`src/rtl/tamagotchi_pkg.sv`:
```
// Shared types, estado encodings and per-state animation frame counts.
// Imported by the frame scheduler, its interface and its frame counter.
package tamagotchi_pkg;

  typedef logic [4:0] estado_t;
  typedef logic [9:0] addr_t;
  typedef logic [2:0] frame_t;

  localparam estado_t EST_INTRO      = 5'b00000;
  localparam estado_t EST_IDLE       = 5'b00001;
  localparam estado_t EST_DORMINDO   = 5'b00010;
  localparam estado_t EST_COMENDO    = 5'b00100;
  localparam estado_t EST_DANDO_AULA = 5'b01000;
  localparam estado_t EST_MORTO      = 5'b10000;

  // 128x64 monochrome image, one bit per pixel
  localparam int IMG_BYTES_DEF = 1024;

  typedef enum logic [1:0] {
    S_WAIT,
    S_FETCH,
    S_SEND,
    S_DONE
  } sched_state_t;

  // Animation length per state; malformed estado falls back to IDLE
  function automatic logic [3:0] frame_count(estado_t e);
    logic [3:0] n;
    case (e)
      EST_INTRO:      n = 4'd1;
      EST_IDLE:       n = 4'd6;
      EST_DORMINDO:   n = 4'd4;
      EST_COMENDO:    n = 4'd5;
      EST_DANDO_AULA: n = 4'd7;
      EST_MORTO:      n = 4'd8;
      default:        n = 4'd6;
    endcase
    return n;
  endfunction

endpackage

```
`src/rtl/frame_scheduler_if.sv`:
```
// Display-side byte stream: address/frame/state to the image controller,
// byte_valid/byte_ready handshake with the display driver.
interface frame_scheduler_if;
  import tamagotchi_pkg::*;

  addr_t   byte_counter;
  frame_t  frame_index;
  estado_t estado_lat;
  logic    byte_valid;
  logic    byte_ready;

  modport master (
    output byte_counter,
    output frame_index,
    output estado_lat,
    output byte_valid,
    input  byte_ready
  );

  modport slave (
    input  byte_counter,
    input  frame_index,
    input  estado_lat,
    input  byte_valid,
    output byte_ready
  );

endinterface

```
`src/rtl/anim_frame_counter.sv`:
```
// Step counter and animation frame index; advances once per REFRESH_PER_STEP
// refreshes. Ports: clk, reset, clear, step, estado, frame_index. ANIM_HOLD_LAST_EN.
module anim_frame_counter
  import tamagotchi_pkg::*;
#(
  parameter int REFRESH_PER_STEP = 4
) (
  input  logic    clk,
  input  logic    reset,
  input  logic    clear,
  input  logic    step,
  input  estado_t estado,
  output frame_t  frame_index
);

  localparam logic [7:0] STEP_LAST = 8'(REFRESH_PER_STEP - 1);

  logic [7:0] step_q;
  logic [3:0] n_frames;
  logic       last_fr;
  frame_t     fr_nx;

  assign n_frames = frame_count(estado);
  assign last_fr  = {1'b0, frame_index} >= (n_frames - 4'd1);

  always_comb begin
    fr_nx = frame_index + 3'd1;
    if (last_fr) begin
`ifdef ANIM_HOLD_LAST_EN
      // the death animation freezes on its final frame
      fr_nx = (estado == EST_MORTO) ? frame_index : '0;
`else
      fr_nx = '0;
`endif
    end
  end

  always_ff @(posedge clk) begin
    if (reset || clear) begin
      step_q      <= '0;
      frame_index <= '0;
    end else if (step) begin
      if (step_q >= STEP_LAST) begin
        step_q      <= '0;
        frame_index <= fr_nx;
      end else begin
        step_q <= step_q + 8'd1;
      end
    end
  end

endmodule

```
`src/rtl/frame_scheduler.sv`:
```
// Streams one image per start pulse to the display driver and steps the
// animation. Ports: clk, reset, estado, start, busy, frame_done, disp (bus).
// Optional: ANIM_HOLD_LAST_EN (MORTO animation holds its last frame).
module frame_scheduler
  import tamagotchi_pkg::*;
#(
  parameter int REFRESH_PER_STEP = 4,
  parameter int IMG_BYTES        = IMG_BYTES_DEF
) (
  input  logic                clk,
  input  logic                reset,
  input  estado_t             estado,
  input  logic                start,
  output logic                busy,
  output logic                frame_done,
  frame_scheduler_if.master   disp
);

  localparam addr_t LAST_BYTE = addr_t'(IMG_BYTES - 1);

  sched_state_t state_q;
  sched_state_t state_d;
  logic         accept;
  logic         advance;
  logic         clear;
  logic         step;

  always_comb begin
    state_d = state_q;
    accept  = 1'b0;
    advance = 1'b0;
    unique case (state_q)
      S_WAIT: begin
        if (start) begin
          state_d = S_FETCH;
          accept  = 1'b1;
        end
      end
      // one cycle for the image controller's registered read
      S_FETCH: state_d = S_SEND;
      S_SEND: begin
        if (disp.byte_ready) begin
          if (disp.byte_counter == LAST_BYTE) begin
            state_d = S_DONE;
          end else begin
            state_d = S_FETCH;
            advance = 1'b1;
          end
        end
      end
      S_DONE:  state_d = S_WAIT;
      default: state_d = S_WAIT;
    endcase
  end

  always_ff @(posedge clk) begin
    if (reset) begin
      state_q           <= S_WAIT;
      disp.byte_counter <= '0;
      disp.estado_lat   <= EST_INTRO;
      disp.byte_valid   <= 1'b0;
      busy              <= 1'b0;
      frame_done        <= 1'b0;
    end else begin
      state_q         <= state_d;
      disp.byte_valid <= (state_d == S_SEND);
      busy            <= (state_d != S_WAIT);
      frame_done      <= (state_d == S_DONE);
      if (accept) begin
        disp.estado_lat   <= estado;
        disp.byte_counter <= '0;
      end else if (advance) begin
        disp.byte_counter <= disp.byte_counter + addr_t'(1);
      end
    end
  end

  // a new state restarts its animation from frame 0
  assign clear = accept && (estado != disp.estado_lat);
  assign step  = (state_q == S_DONE);

  anim_frame_counter #(
    .REFRESH_PER_STEP(REFRESH_PER_STEP)
  ) u_anim (
    .clk         (clk),
    .reset       (reset),
    .clear       (clear),
    .step        (step),
    .estado      (disp.estado_lat),
    .frame_index (disp.frame_index)
  );

endmodule

```
`src/flat_wrapper.sv`:
```
// flat-port wrapper written by rule: the top's interface ports become plain ports
module frame_scheduler_flat import tamagotchi_pkg::*;
#(
  parameter int REFRESH_PER_STEP = 4,
  parameter int IMG_BYTES        = IMG_BYTES_DEF
)
  (clk, reset, estado, start, busy, frame_done, disp_byte_counter, disp_frame_index, disp_estado_lat, disp_byte_valid, disp_byte_ready);
  frame_scheduler_if disp_i ();
  input  logic clk;
  input  logic reset;
  input  estado_t estado;
  input  logic start;
  output logic busy;
  output logic frame_done;
  output wire logic [$bits(disp_i.byte_counter)-1:0] disp_byte_counter;
  output wire logic [$bits(disp_i.frame_index)-1:0] disp_frame_index;
  output wire logic [$bits(disp_i.estado_lat)-1:0] disp_estado_lat;
  output wire logic [$bits(disp_i.byte_valid)-1:0] disp_byte_valid;
  input wire logic [$bits(disp_i.byte_ready)-1:0] disp_byte_ready;
  assign disp_byte_counter = disp_i.byte_counter;
  assign disp_frame_index = disp_i.frame_index;
  assign disp_estado_lat = disp_i.estado_lat;
  assign disp_byte_valid = disp_i.byte_valid;
  assign disp_i.byte_ready = disp_byte_ready;
  frame_scheduler #(.REFRESH_PER_STEP(REFRESH_PER_STEP), .IMG_BYTES(IMG_BYTES)) u_core (.clk(clk), .reset(reset), .estado(estado), .start(start), .busy(busy), .frame_done(frame_done), .disp(disp_i));
endmodule
```
`config.mk`:
```
export PLATFORM = sky130hd
export DESIGN_NAME = frame_scheduler_flat
export DESIGN_NICKNAME = d
export VERILOG_FILES = /design/src/rtl/tamagotchi_pkg.sv /design/src/rtl/frame_scheduler_if.sv /design/src/rtl/anim_frame_counter.sv /design/src/rtl/frame_scheduler.sv /design/src/flat_wrapper.sv
export SDC_FILE = /design/constraint.sdc
export NUM_CORES = 1
export LEC_CHECK = 0
export ABC_AREA = 1
export BUFFER_PORTS_ARGS = -buffer_cell sky130_fd_sc_hd__buf_2
export CAP_MARGIN = 10
export CORE_MARGIN = 2
export CORE_UTILIZATION = 50
export DETAILED_ROUTE_END_ITERATION = 10
export HOLD_SLACK_MARGIN = 0.12
export PLACE_DENSITY = 0.73
export SYNTH_ARGS = -nofsm -noshare
export SYNTH_HDL_FRONTEND = slang
export SYNTH_SLANG_ARGS = --single-unit
export TNS_END_PERCENT = 5
```
`constraint.sdc`:
```
create_clock -name clk -period 4.15 [get_ports clk]
set_input_delay 0 -clock clk [delete_from_list [all_inputs] [get_ports clk]]
set_output_delay 0 -clock clk [all_outputs]
set_load 0.005 [all_outputs]
```
==> impl_metrics.ini <==
[setup_path]
critPathTopFamily = buffers and inverters
critical_path.max_fanout = 7
setup.worst_path.start = u_core.disp.byte_counter[0]
r2r_start = u_core.disp.byte_counter[0]
cp_slowest_stage_delay_ps = 590
critPathLaunchType = register
crit_chain = ha_1 > nand3_1 > nor2_4 > nand2_2 > nand2_1 > nand2_1 > nand2_1 > nand2_1 > dlygate4sd3_1 > nor2_1 > dlygate4sd3_1
required_ps = 4430
slowest_stage = dlygate4sd3_1
critPathBufInv = 2
endpoint_kind = register
critPathArrivalTime_ps = 2940
path_class = reg -> reg
crit_path_frequent_cell = nand2_1

[sta]
setup_tns_ps = 0
rsz0062_at_grt = no
slew_violations = 0
hold_viol_final = 0
max_freq_mhz = 377
fin_crit_ps = 2660
fin_crit_sh = 0.640
fin_worst_skew_ps = 15.8
relSlewSlack = 0.572
finalSetupViolations = 0
worstMarginPinSlew_ps = 641

[clock_network]
cts_buffer_depth = 2
insertion_delay_ps = 350
htree_levels = 2
cts_tree = yes
clkTransAtPathRegs_ps = 110
clkSinkCount = 31
cts_made_buffers = 5
root_buffer = clkbuf_4

[placed_design]
dp_hpwl_um = 2340
io_buffers = 29
dp.cells = 312
gp_congestion = 0.750

[power]
total_power_uw = 630
p_leak_nw = 0.982
ir_drop_mv = 0.198
p_per_area_nw_per_um2 = 303

[route]
first_pass_iters = 4
vias = 1591
ant_nets = 0
totalWireLength_um = 3580
vias_per_cell = 4.74
drc = 0
wl_per_cell_um = 10.6
drtIter0Drc = 90

[grt]
grt_start_max_net_pins = 13
busiest_layer = met2
grt_pass1_wl_um = 5980
track_usage = 0.215
use_met2 = 0.338
antenna_found_initial = 0
grt_overflow = 0
grt_pass1_vias = 1439
met1_usage = 0.260
gr-usage-met3 = 0.0600

[yosys]
ys_seq_elements = 31
yosys.area_share.simple = 0.338
synth_compound_area_frac = 0.114
syn-num-nets = 255
syn-instance-count = 239
yosysSeqAreaShare = 0.371
yosys_warnings = 0
avgSynthCellArea_um2 = 7.00
syn_area_um2 = 1670
synth.area.mux_share = 0
synth_top_family_by_area = simple AND/OR/NAND/NOR gates
post_synth_num_cell_types = 25
synth_xor_area_frac = 0.0366
yosys.area_share.adder = 0.0524

[die]
die_w_um = 61.8
initial_utilization = 0.509
core_area_um2 = 3280
die_area_um2 = 3820
pin_count = 30
rows = 21
die_h_um = 61.8

[min_path]
hold_start = start
hp-class = in -> reg

[layout]
fin_nets = 305
post-route-util = 0.632
syn_to_final_growth_pct = 24.2
drive_above_1_share = 0.221
n_antenna_cell = 0
fin_cells = 336

[status]
status = completed

[run]
max-cap-violations = 0
==> state kept, by name, indices dropped and copies added (netlist names) <==
name	count
u_core.disp.byte_counter	10
u_core.disp.byte_valid	1
u_core.u_anim.step_q	8
u_core.frame_done	1
u_core.u_anim.frame_index	3
u_core.disp.estado_lat	5
u_core.busy	1
u_core.state_q	2
==> layout by cell type, fill, tap and decap left out <==
master	instances
nand2_1	67
nor2_1	34
dfxtp_1	31
buf_2	29
inv_1	26
dlygate4sd3_1	16
nand3_1	13
o21ai_0	11
a21oi_2	10
ha_1	7
xor2_1	6
inv_2	6
nand2_2	6
a21oi_1	5
clkbuf_4	5
nor2_2	3
nand4_1	2
nor2_4	2
clkbuf_8	2
o21a_1	1
a22oi_1	1
a21boi_0	1
nand2_4	1
nor3_1	1
nand3b_1	1
xnor2_1	1
or2_1	1
clkbuf_1	1
==> metal layers <==
metal / share of wire / routed length (um)
met2: 0.47 / 1680
met3: 0.046 / 165
met4: 0.020 / 70
met1: 0.46 / 1660
met5: 0 / 0
==> metrics by stage <==
step,setup slack [ps],area (um^2),hold slack (ps)
2_1_floorplan,2180,1670,135
3_3_place_gp,2100,1850,255
3_5_place_dp,2030,1850,262
4_1_cts,1550,2080,239
5_1_grt,1330,2080,326
6_report,1490,2080,255
==> worst paths after layout <==
check / depth (start not counted) / end / slack [ps]
setup / recovery: 11 / u_core.disp.byte_valid / 1490
hold / removal: 7 / u_core.state_q[0] / 250
setup reg to reg: 11 / u_core.disp.byte_valid / 1490
hold reg to reg: 2 / u_core.u_anim.step_q[7] / 450
==> cell usage after synthesis (all sizes together) <==
cell    instances  area (um^2)
nand2          74          300
nor2           39          169
inv            32          120
dfxtp          31          621
a21oi          15          113
nand3          13         65.1
o21ai          11         55.1
ha              7         87.6
xor2            6         52.6
buf             2         27.5
nand4           2         12.5
a21boi          1         7.51
a22oi           1         7.51
nand3b          1         7.51
nor3            1         5.00
o21a            1         7.51
or2             1         6.26
xnor2           1         8.76
==> cells by family after synthesis <==
kind of cell,count (synthesis)
and+or+nand+nor,131
buffers and inverters,34
DFF,31
AOI/OAI and AO/OA,29
xor gates and xnor gates,7
adders and majority gates,7
==> repair_timing <==
item                                   in CTS  in global routing
hold buffers                               16                  0
endpoints found under the hold margin      11                  0
resized for setup                           0                  0
setup buffers                               0                  0
==> worst reg2reg max path, delay by kind of cell, from the launching register on <==
| kind | cells | cell delay (ps) |
|---|---|---|
| buf+inv | 2 | 1160 |
| simple gates | 8 | 660 |
| flops | 1 | 470 |
| fa+ha+maj | 1 | 300 |
==> power by group <==
group	leakage, nW	total, mW	switching, mW	internal, mW
logic	0.691	0.106	0.0589	0.0473
clock network	0.0386	0.209	0.109	0.0996
registers	0.252	0.314	0.00851	0.306
total	0.982	0.630	0.177	0.453
==> layout make-up <==
class / instances / area, um^2
inverter: 32 / 120
fill: 310 / 1210
multi-input combinational: 174 / 905
timing repair buffer: 45 / 305
sequential: 31 / 621
clock buffer: 8 / 68.8
tap: 46 / 57.6
No activity file was read; power rests on OpenSTA's default activity.
